[src/rtl/stream_src_pkg.sv]
// Shared types and constants for the LFSR-driven valid/ready stream source.
package stream_src_pkg;

    typedef enum logic [1:0] {
        IDLE   = 2'd0,
        ACTIVE = 2'd1,
        DONE   = 2'd2
    } state_t;

    localparam logic [31:0] LFSR_TAPS = 32'h8020_0003;

    localparam int MODE_RANDOM = 0;
    localparam int MODE_INCR   = 1;

    // One Galois step for x^32+x^22+x^2+x+1 (right-shifting form).
    function automatic logic [31:0] lfsr_next(input logic [31:0] s);
        return s[0] ? ((s >> 1) ^ LFSR_TAPS) : (s >> 1);
    endfunction

endpackage

[src/rtl/lfsr_stream_source_lfsr32.sv]
// 32-bit Galois LFSR: steps when step_en is high, synchronous reload of the seed.
// Async reset to the seed; a zero seed is replaced by 1 so the register never locks up.
module lfsr32
    import stream_src_pkg::*;
#(
    parameter logic [31:0] SEED = 32'd1
) (
    input  logic        clk,
    input  logic        rst_n,
    input  logic        step_en,
    input  logic        load_en,
    output logic [31:0] state_dat
);

    localparam logic [31:0] SEED_EFF = (SEED == 32'd0) ? 32'd1 : SEED;

    logic [31:0] lfsr_q;
    logic [31:0] lfsr_d;

    always_comb begin
        lfsr_d = lfsr_q;
        if (load_en) begin
            lfsr_d = SEED_EFF;
        end else if (step_en) begin
            lfsr_d = lfsr_next(lfsr_q);
        end
    end

    always_ff @(posedge clk or negedge rst_n) begin
        if (!rst_n) begin
            lfsr_q <= SEED_EFF;
        end else begin
            lfsr_q <= lfsr_d;
        end
    end

    assign state_dat = lfsr_q;

endmodule

[src/rtl/lfsr_stream_source.sv]
// Valid/ready stimulus source with pseudo-random valid pattern and random or counting payload.
// All outputs registered; a presented item is held until accepted, optional item limit ends in DONE.
module lfsr_stream_source
    import stream_src_pkg::*;
#(
    parameter int          WIDTH   = 9,
    parameter logic [31:0] SEED    = 32'd100,
    parameter int          DENSITY = 8,
    parameter int          MODE    = 0,
    parameter int          N_ITEMS = 0,
    parameter int          CNT_W   = 16
) (
    input  logic             i_CLK,
    input  logic             i_RSTn,
    input  logic             i_EN,
    input  logic             i_READY,
    output logic             o_VALID,
    output logic [WIDTH-1:0] o_Y,
    output logic             o_LAST,
    output logic             o_DONE,
    output logic [CNT_W-1:0] o_CNT
);

    localparam bit               HAS_LIMIT = (N_ITEMS > 0);
    localparam logic [CNT_W-1:0] LAST_IDX  = HAS_LIMIT ? CNT_W'(N_ITEMS - 1) : '0;
    localparam logic [4:0]       DENS      = 5'(DENSITY);

    state_t             state_q, state_d;
    logic               vld_q, vld_d;
    logic [WIDTH-1:0]   y_q, y_d;
    logic               last_q, last_d;
    logic               done_q, done_d;
    logic [CNT_W-1:0]   cnt_q, cnt_d;
    logic [WIDTH-1:0]   data_q, data_d;
    logic [31:0]        lfsr_dat;
    logic               xfer;
    logic               launch_ok;
    logic [WIDTH-1:0]   y_rand;

    lfsr32 #(.SEED(SEED)) u_lfsr (
        .clk       (i_CLK),
        .rst_n     (i_RSTn),
        .step_en   (state_q == ACTIVE),
        .load_en   (1'b0),
        .state_dat (lfsr_dat)
    );

    assign xfer      = vld_q & i_READY;
    assign launch_ok = ({1'b0, lfsr_dat[3:0]} < DENS);
    // Random payload comes from the value the LFSR steps to on this same edge.
    assign y_rand    = WIDTH'(lfsr_next(lfsr_dat));

    always_comb begin
        state_d = state_q;
        vld_d   = vld_q;
        y_d     = y_q;
        done_d  = done_q;
        cnt_d   = cnt_q;
        data_d  = data_q;
        case (state_q)
            IDLE: begin
                vld_d = 1'b0;
                if (i_EN) begin
                    state_d = ACTIVE;
                end
            end
            ACTIVE: begin
                if (xfer) begin
                    cnt_d  = cnt_q + CNT_W'(1);
                    data_d = data_q + WIDTH'(1);
                end
                if (xfer && HAS_LIMIT && (cnt_q == LAST_IDX)) begin
                    state_d = DONE;
                    vld_d   = 1'b0;
                    done_d  = 1'b1;
                end else if (!vld_q || xfer) begin
                    if (i_EN && launch_ok) begin
                        vld_d = 1'b1;
                        y_d   = (MODE == MODE_INCR) ? data_d : y_rand;
                    end else begin
                        vld_d = 1'b0;
                    end
                    if (!i_EN) begin
                        state_d = IDLE;
                    end
                end
            end
            DONE: begin
                vld_d  = 1'b0;
                done_d = 1'b1;
            end
            default: begin
                state_d = IDLE;
                vld_d   = 1'b0;
            end
        endcase
        last_d = HAS_LIMIT && vld_d && (cnt_d == LAST_IDX);
    end

    always_ff @(posedge i_CLK or negedge i_RSTn) begin
        if (!i_RSTn) begin
            state_q <= IDLE;
            vld_q   <= 1'b0;
            y_q     <= '0;
            last_q  <= 1'b0;
            done_q  <= 1'b0;
            cnt_q   <= '0;
            data_q  <= '0;
        end else begin
            state_q <= state_d;
            vld_q   <= vld_d;
            y_q     <= y_d;
            last_q  <= last_d;
            done_q  <= done_d;
            cnt_q   <= cnt_d;
            data_q  <= data_d;
        end
    end

    assign o_VALID = vld_q;
    assign o_Y     = y_q;
    assign o_LAST  = last_q;
    assign o_DONE  = done_q;
    assign o_CNT   = cnt_q;

endmodule

[config.mk]
export PLATFORM = sky130hd
export DESIGN_NAME = lfsr_stream_source
export DESIGN_NICKNAME = d
export VERILOG_FILES = /design/src/rtl/stream_src_pkg.sv /design/src/rtl/lfsr_stream_source_lfsr32.sv /design/src/rtl/lfsr_stream_source.sv
export SDC_FILE = /design/constraint.sdc
export NUM_CORES = 1
export LEC_CHECK = 0
export CORE_MARGIN = 2
export CORE_UTILIZATION = 50
export CTS_CLUSTER_DIAMETER = 120
export DETAILED_ROUTE_END_ITERATION = 7
export PLACE_DENSITY = 0.73
export SLEW_MARGIN = 20
export SYNTH_ARGS = -nofsm -noshare
export SYNTH_HDL_FRONTEND = slang
export SYNTH_HIERARCHICAL = 1
export SYNTH_SLANG_ARGS = --single-unit
[constraint.sdc]
create_clock -name i_CLK -period 3.1 [get_ports i_CLK]
set_input_delay 0.465 -clock i_CLK [delete_from_list [all_inputs] [get_ports i_CLK]]
set_output_delay 0.465 -clock i_CLK [all_outputs]
set_load 0.02 [all_outputs]
* Word-level counts from Yosys, hierarchy flattened
Index checks and enable logic that the tools add are counted.
** Operators by class
- Add/sub/neg operators :: 1
- Multipliers :: 0
- Div/mod/pow operators :: 0
- Magnitude comparators :: 1
- Equality and inequality tests :: 5
- Shift operators :: 0
- Muxes and demuxes :: 8
- Bitwise gates (word level) :: 3
- Reductions and logical operators :: 7
** Operators by type and width (count)
- 2-to-1 mux 32 bit :: 1
- adder 16 x 1 -> 16 bit (second input constant) :: 1
- 2-to-1 mux 2 bit :: 3
- inequality test 2 bit (second input constant) :: 3
- case mux 2 bit (3 select lines) :: 1
- less-than comparator 4 bit (second input constant) :: 1
- inverter 3 -> 4 bit :: 1
- AND reduction 4 bit :: 1
- 2-to-1 mux 1 bit :: 3
- AND reduction 3 bit :: 1
- equality test 2 x 1 -> 1 bit (second input constant) :: 1
- equality test 2 bit (second input constant) :: 1
- zero test 2 bit :: 1
- AND reduction 2 bit :: 1
- AND 1 bit :: 1
- logical AND 1 bit :: 1
- zero test 1 bit :: 1
- logical OR 1 bit :: 1
- inverter 1 bit :: 1
** Storage, ports and cells
- Flip-flop bits (word level) :: 61
- Latch bits :: 0
- Bits in writable memories :: 0
- ROM bits :: 0
- Bits of input ports :: 4
- Output and inout port bits :: 28
- Logic and storage cells :: 31
- Memories :: 0

* Longest topological paths before layout
Gate-level depths: netlist of run 1.
- Word-level depth :: 5
- Depth in mapped cells :: 5

* Hierarchy
The synthesis of run 1 kept the hierarchy.
** By module, submodules not included
- lfsr32 :: times used 1, cells an instance 106, area each 1360.1 um2, sequential area each 804.5 um2
- lfsr_stream_source :: times used 1, cells an instance 94, area each 1183.6 um2, sequential area each 675.6 um2

* Least setup slack after synthesis of run 1
OpenSTA, ideal clock, no wires.
- Path type :: register to register
- Start point :: register vld_q (netlist: o_VALID)
- End point :: register y_q[5] (netlist: o_Y[5])
- Arrival time :: 1.386 ns
- Slack :: 1.589 ns
- Stages on the path, launching flop included :: 5
- Buffers on the path :: 1
- Cells stage by stage :: dfrtp_1 nor2b_1 nor3_2 buf_4 mux2_2
** Between the ends
- Word-level cells in the longest chain between the ends :: 3
- Elaborated cells on any way between the ends :: 4
- Classes of those cells :: bitwise (1); reduce/logical (3)
** Ends and longest elaborated chain
- start: declaration :: RTL line lfsr_stream_source.sv:29 : logic vld_q, vld_d;
- start signal: assignment :: RTL line lfsr_stream_source.sv:111 : vld_q <= vld_d;
- AND 1 bit / zero test 1 bit (equally long branches) :: RTL line lfsr_stream_source.sv:48, lfsr_stream_source.sv:76
- logical OR 1 bit * :: RTL line lfsr_stream_source.sv:76 : end else if (!vld_q || xfer) begin
- AND reduction 3 bit (no source line) *
- end signal: assignment :: RTL line lfsr_stream_source.sv:112 : y_q <= y_d;
- end: declaration :: RTL line lfsr_stream_source.sv:30 : logic [WIDTH-1:0] y_q, y_d;
Every way passes the cells marked *; elsewhere a longest branch is shown, timed or not.
A chain may end at the register's enable or synchronous reset.

* Worst setup path in the final report of run 1
- Start point :: register cnt_q[0] (netlist: o_CNT[0])
- End point :: output o_CNT[0]
** RTL lines
- start: declaration :: RTL line lfsr_stream_source.sv:33 : logic [CNT_W-1:0] cnt_q, cnt_d;
- start signal: assignment :: RTL line lfsr_stream_source.sv:115 : cnt_q <= cnt_d;
- end: declaration :: RTL line lfsr_stream_source.sv:21 : output logic [CNT_W-1:0] o_CNT
No word-level cell between the ends.

==> summary.md, run 1 <==
| Metric | Value |
|---|---|
| Status | finished clean |
| Worst Path Required | 2630 ps |
| Initial antenna violation count | 0 |
| Clock tree buffer depth | 2 |
| Pins Over Slew Limit | 0 |
| Seq/Total Area, Yosys | 0.582 |
| CP delay by family, top | buffers and inverters |
| Reg-to-reg critical path startpoint | state_q[0]$_DFFE_PN0P_ |
| RSZ-0062 raised after global routing | no |
| Dpl cell area | 2860 um^2 |
| Detail Route Antenna Nets | 0 |
| Final nets | 244 |
| Vias | 1548 |
| TritonRoute pass-1 iters | 4 |
| Worst setup SP type | flip-flop |
| Design area | 3040 um^2 |
| Number of synthesized register bits | 59 |
| Share of cells above drive strength 1 | 0.156 |
| Total Die Area | 5670 um^2 |
| Row cnt | 25 |
| Final core occ | 0.631 |
| Routed WL | 4120 um |
| Antenna cells | 0 |
| Io pins | 32 |
| Biggest cell delay along the critical path | 660 ps |
| Compound-Gate Fraction of Synth Area | 0.0359 |
| # hold bufs at CTS | 0 |
| Starting Density | 0.528 |
| Skew-Pair Late Insertion Delay | 340 ps |
| Post-synth cell types | 35 |
| Non-Filler Instances | 311 |
| Static leakage | 0.00144 uW |
| Post-DP HPWL | 2760 um |
| TritonCTS clock tree | done |
| TritonCTS buffer count | 9 |
| Routability-driven placement congestion ratio | 0.746 |
| Final setup viols | 0 |
| First-pass GRT wire length | 6960 um |
| CP Launch Point | o_CNT[0]$_DFFE_PN0P_ |
| DP Worst Slack | 1060 ps |
| Post-route setup slack | 1160 ps |
| Synth Cell Area | 2540 um^2 |
| Peak supply drop | 0.437 mV |
| Clock Pin Slew Worst Setup and Hold Paths | 70 ps |
| Gr usage total | 0.169 |
| Max_cap viols | 0 |
| Fin crit period | 1940 ps |
| Post_cts resized | 0 |
| Critical-path top delay cell | clkdlybuf4s50_1 |
| XOR/XNOR share of the synthesized area | 0.0654 |
| CP Max Fanout | 7 |
| Critical Path End Type | output pin |
| Die height | 75.3 um |
| Mapped Cells | 200 |
| HP Class | in -> async |
| Wire per inst | 13.2 um |
| CTS Sinks | 59 |
| CP Data Arrival Time | 1470 ps |
| PortBufs | 29 |
| Synth warn | 6 |
| Via density per instance | 4.98 |
| WS Path Type | reg -> out |
| Maximum clock frequency | 516 MHz |
| Crit-path cells | clkdlybuf4s50_1 |
| # fillers | 413 |
| Die X | 75.3 um |
| Fin. Hold Viols | 0 |
| Congestion Overflow GR | 0 |
| Core area | 4820 um^2 |
| Largest net degree at the start of global routing | 40 |
| Post-synthesis simple-gate area fraction | 0.136 |
| Root buffer cell | clkbuf_8 |
| Mux contribution to synthesized area | 0.133 |
| DRC | 0 |
| Largest family of logic cells by synthesized area | simple AND/OR/NAND/NOR gates |
| Pwr dens | 598 nW/um^2 |
| Actual slew at the worst max-slew pin | 543 ps |
| DRT iter0 DRCs | 62 |
| Slew headroom | 0.638 |
| Setup_tns | 0 ps |
| Synthesized area per cell | 12.7 um^2 |
| Layout area overhead | 19.5% |
| Post-synthesis adder-cell area fraction | 0.00492 |
| H-tree depth | 3 |
| Buf/Inv on CP | 1 |
| Post-CTS Setup Repair Bufs | 0 |
| Skew final | 8.94 ps |
| Placed cells | 295 |
| Post-route clock period utilization | 0.625 |
| Vias in the first global route | 1491 |
cell usage in the layout, fill, tap and decap left out, types with 2 or more instances in the layout:
master and instances:
dfrtp_1 55, nor2_1 30, clkdlybuf4s50_1 28, mux2i_1 26
xnor2_1 15, clkbuf_8 12, nand2_1 8, mux2_2 7
conb_1 7, nand3_1 5, nor2b_1 4, xor2_1 4
nand4_1 4, a21oi_1 3, and3_1 3, nor3_1 3
buf_4 3, a211o_1 3, dfstp_2 3, o21bai_1 2
clkinv_2 2, clkbuf_1 2, a211oi_2 2
power by group:
group	internal, uW	total (uW)	switching [uW]
Clock	353	629	276
Combinational	141	287	146
Sequential	827	901	73.5
Total	1320	1820	496
cells in the mapped netlist:
cell,count,area (um^2)
dfrtp_1,56,1400
nor2_1,30,113
mux2i_1,26,260
xnor2_1,15,131
nand2_1,8,30.0
mux2_2,7,78.8
nand3_1,5,25.0
nand4_1,4,25.0
nor2b_1,4,25.0
xor2_1,4,35.0
a211o_1,3,26.3
a21oi_1,3,15.0
and3_1,3,18.8
buf_4,3,22.5
dfstp_2,3,78.8
nor3_1,3,15.0
a211oi_2,2,25.0
buf_12,2,40.0
clkbuf_1,2,7.51
o21bai_1,2,15.0
a21bo_2,1,10.0
and2b_1,1,7.51
and3_2,1,7.51
buf_2,1,5.00
buf_6,1,11.3
buf_8,1,15.0
conb_1,1,3.75
ha_1,1,12.5
inv_1,1,3.75
nand3_2,1,10.0
nand3_4,1,17.5
nand3b_1,1,7.51
nor3_2,1,10.0
nor4_2,1,12.5
nor4_4,1,21.3
metrics by stage:
stage,power [uW],hold slack [ps]
3_3_place_gp,1200,465
2_1_floorplan,1080,169
5_1_grt,1910,120
4_1_cts,1840,89.8
6_report,1820,89.6
3_5_place_dp,1200,461
worst paths after layout:
check | slack [ps] | endpoint | depth (start not counted)
setup / recovery | 1160 | o_CNT[0] | 1
hold / removal | 90 | o_VALID$_DFFE_PN0P_ | 1
setup reg to reg | 1620 | u_lfsr/state_dat[2]$_DFFE_PN1P_ | 3
hold reg to reg | 480 | o_CNT[15]$_DFFE_PN0P_ | 1
max in group asynchronous | 2160 | u_lfsr/state_dat[2]$_DFFE_PN1P_ | 2
min in group i_CLK | 480 | o_CNT[15]$_DFFE_PN0P_ | 1
final cells by class:
| class | instances | area, um^2 | share of cell area |
|---|---|---|---|
| clock buffer | 14 | 173 | 0.0568 |
| multi-input combinational | 136 | 981 | 0.323 |
| timing repair buffer | 32 | 308 | 0.101 |
| clock inverter | 2 | 10.0 | 0.00329 |
| sequential | 59 | 1480 | 0.487 |
| tap | 67 | 83.8 | 0.0276 |
| inverter | 1 | 3.75 | 0.00123 |
flip-flops by register name, summed over array words and instances (netlist names):
| signal | cells |
|---|---|
| state_q | 1 |
| o_VALID | 1 |
| u_lfsr/state_dat | 32 |
| o_Y | 9 |
| o_CNT | 16 |
worst reg2reg max path, delay by kind of cell, from the launching register on:
| family | cells | cell delay [ps] |
|---|---|---|
| AO/OA/AOI/OAI | 1 | 260 |
| buffers and inverters | 1 | 470 |
| flip-flops | 1 | 400 |
| AND/OR/NAND/NOR | 1 | 270 |
per-layer routing:
layer,vias to the layer above,share of wire,track usage
li1,750,-,-
met1,754,0.46,0.224
met2,37,0.48,0.245
met3,7,0.041,0.0595
met4,0,0.017,0.0877
met5,-,0,0
logic make-up after synthesis:
kind of cell | count (synthesis)
AO/OA/AOI/OAI | 11
buffers and inverters | 11
flip-flops | 59
adder cells (fa/ha/maj) | 1
other | 1
XOR/XNOR | 19
multiplexers | 33
AND/OR/NAND/NOR | 65
Note: power is estimated with default switching activity, not from simulation.
==> run 2, diff against run 1 <==
clock period = 1.8 ns   (was 3.1 ns; I/O delays follow)
==> run 2 against run 1 <==
Compared with the run above: via count is 3.4% higher; power up 75%; critical path type unchanged; critical endpoint unchanged; sequential share of layout area down 1.1 points; worst hold slack gained 370 ps; highest routed layer unchanged; die area is the same; clock skew is 2.7 ps lower; first-iteration DRC count down 34%; global-route usage grew 1.0 points.
==> summary.md, run 2 (synthesis results as in run 1) <==
| Metric | Value |
|---|---|
| H-tree depth | 3 (unchanged) |
| Maximum clock frequency | 579 MHz |
| Critical path depth | 1 (unchanged) |
| Fin. Hold Viols | 0 (unchanged) |
| Placed cells | 302 (+2.4%) |
| Vias in the first global route | 1600 (+7.3%) |
| TritonCTS buffer count | 9 (unchanged) |
| Worst setup SP type | flip-flop |
| Vias | 1600 (+3.4%) |
| Share of cells above drive strength 1 | 0.179 (+0.0228) |
| Wire per inst | 13.4 um (+1.3%) |
| Dpl cell area | 2910 um^2 (+1.8%) |
| Final nets | 252 (+3.3%) |
| Core area | 4820 um^2 (unchanged) |
| Post-DP HPWL | 3030 um (+9.6%) |
| Die height | 75.3 um (unchanged) |
| Io pins | 32 (unchanged) |
| Root buffer cell | clkbuf_8 |
| Max reg flops | 32 (unchanged) |
| Most common cell after layout, fill and taps aside | dfrtp_1 |
| CP Launch Point | o_CNT[0]$_DFFE_PN0P_ |
| Skew final | 6.24 ps (-2.70 ps) |
| Design area | 3110 um^2 (+2.3%) |
| Slew headroom | 0.655 (+0.0167) |
| Clock Pin Slew Worst Setup and Hold Paths | 60 ps (about the same) |
| PortBufs | 29 (unchanged) |
| Multi-input gate area | 981 um^2 (unchanged) |
| Worst Hold Margin | 456 ps (+366 ps) |
| Peak supply drop | 0.715 mV (+64%) |
| Seq. cell area | 1480 um^2 (unchanged) |
| Detail Route Antenna Nets | 0 (unchanged) |
| FF-to-FF setup slack | 320 ps (-1300 ps) |
| Buf/Inv on CP | 1 (unchanged) |
| Reg-to-reg critical path startpoint | o_CNT[0]$_DFFE_PN0P_ |
| Row cnt | 25 (unchanged) |
| DP Worst Slack | 12.6 ps (-1050 ps) |
| Gr usage total | 0.179 (+0.0103) |
| Worst setup path endpoint | o_CNT[0] |
| CTS Sinks | 59 (unchanged) |
| Max_cap viols | 0 (unchanged) |
| CP delay by family, top | buffers and inverters |
| HP Class | in -> async |
| Status | finished clean |
| Via density per instance | 5.02 (+0.77%) |
| Crit-path cells | clkdlybuf4s50_1 |
| Die X | 75.3 um (unchanged) |
| RR Endpoint | o_CNT[14]$_DFFE_PN0P_ |
| Worst Path Required | 1530 ps (-1100 ps) |
| Pins Over Slew Limit | 0 (unchanged) |
| Initial antenna violation count | 0 (unchanged) |
| Total Die Area | 5670 um^2 (unchanged) |
| Final setup viols | 0 (unchanged) |
| Skew-Pair Late Insertion Delay | 330 ps (about the same) |
| Antenna cells | 0 (unchanged) |
| WS Path Type | reg -> out |
| Post-route clock period utilization | 0.960 |
| Routability-driven placement congestion ratio | 0.736 (-1.4%) |
| Biggest cell delay along the critical path | 650 ps (about the same) |
| Post-CTS Setup Repair Bufs | 0 (unchanged) |
| Clock tree buffer depth | 2 (unchanged) |
| Actual slew at the worst max-slew pin | 518 ps (-25.0 ps) |
| TritonCTS clock tree | done |
| Setup_tns | 0 ps (unchanged) |
| Critical-path top delay cell | clkdlybuf4s50_1 |
| Fin crit period | 1730 ps |
| Post_cts resized | 0 (unchanged) |
| Starting Density | 0.528 (unchanged) |
| Post-route setup slack | 72.1 ps (-1090 ps) |
| Congestion Overflow GR | 0 (unchanged) |
| CP Max Fanout | 7 (unchanged) |
| First-pass GRT wire length | 7380 um (+6.2%) |
| # fillers | 395 (-4.4%) |
| RSZ-0062 raised after global routing | no |
| Pwr dens | 1020 nW/um^2 (+71%) |
| CP Data Arrival Time | 1460 ps (about the same) |
| Static leakage | 0.00148 uW (+2.8%) |
| Layout area overhead | 22.3% |
| Largest net degree at the start of global routing | 23 (-43%) |
| DRC | 0 (unchanged) |
| TritonRoute pass-1 iters | 4 (unchanged) |
| DRT iter0 DRCs | 41 (-34%) |
| Non-Filler Instances | 319 (+2.6%) |
| FF-to-FF path depth | 5 (+2) |
| Routed WL | 4280 um (+3.9%) |
| Commonest cells after routing, fill and taps aside | dfrtp_1 (55), nor2_1 (30), clkdlybuf4s50_1 (28) |
| Critical Path End Type | output pin |
run 2: layout make-up:
cell class	instances	share of cell area
repair buffers	40	0.119
well taps	67	0.0269
clock buffers	15	0.0599
clock inverters	1	0.00161
inverters	1	0.00121
flip-flops and latches	59	0.476
multi-input cells	136	0.315
run 2: repair_timing:
| item | 4_1_cts | 5_1_grt |
|---|---|---|
| endpoints found under the hold margin | 17 | 0 |
| hold buffers | 1 | 0 |
| endpoints found under the setup margin | 0 | 0 |
run 2: how the worst min path moves through the flow:
stage                           endpoint  depth (start not counted)  startpoint
finish              o_CNT[3]$_DFFE_PN0P_                          2      i_RSTn
global route        o_CNT[9]$_DFFE_PN0P_                          2      i_RSTn
CTS                 o_CNT[2]$_DFFE_PN0P_                          2      i_RSTn
detailed placement  o_CNT[2]$_DFFE_PN0P_                          1      i_RSTn
global placement    o_CNT[4]$_DFFE_PN0P_                          1      i_RSTn
floorplan           o_CNT[0]$_DFFE_PN0P_                          0      i_RSTn
run 2: through the flow:
| stage | total power [uW] | util |
|---|---|---|
| after global routing | 3340 | 0.646 |
| after floorplan | 1850 | - |
| after CTS | 3220 | 0.646 |
| after detailed placement | 2080 | 0.604 |
| final | 3170 | 0.646 |
| after global placement | 2080 | 0.604 |
run 2: power breakdown:
part | leakage (uW) | switching (uW) | internal (uW) | total (uW)
Sequential | 0.000785 | 124 | 1420 | 1550
Clock | 0.0000997 | 466 | 649 | 1120
Combinational | 0.000593 | 256 | 253 | 510
Total | 0.00148 | 846 | 2330 | 3170
run 2: per-layer routing:
layer  up-vias  track usage  part of all wire
met5         -            0                 0
li1        773            -                 -
met3         4       0.0622             0.043
met1       794        0.231              0.47
met2        29        0.272              0.48
met4         0       0.0858             0.010
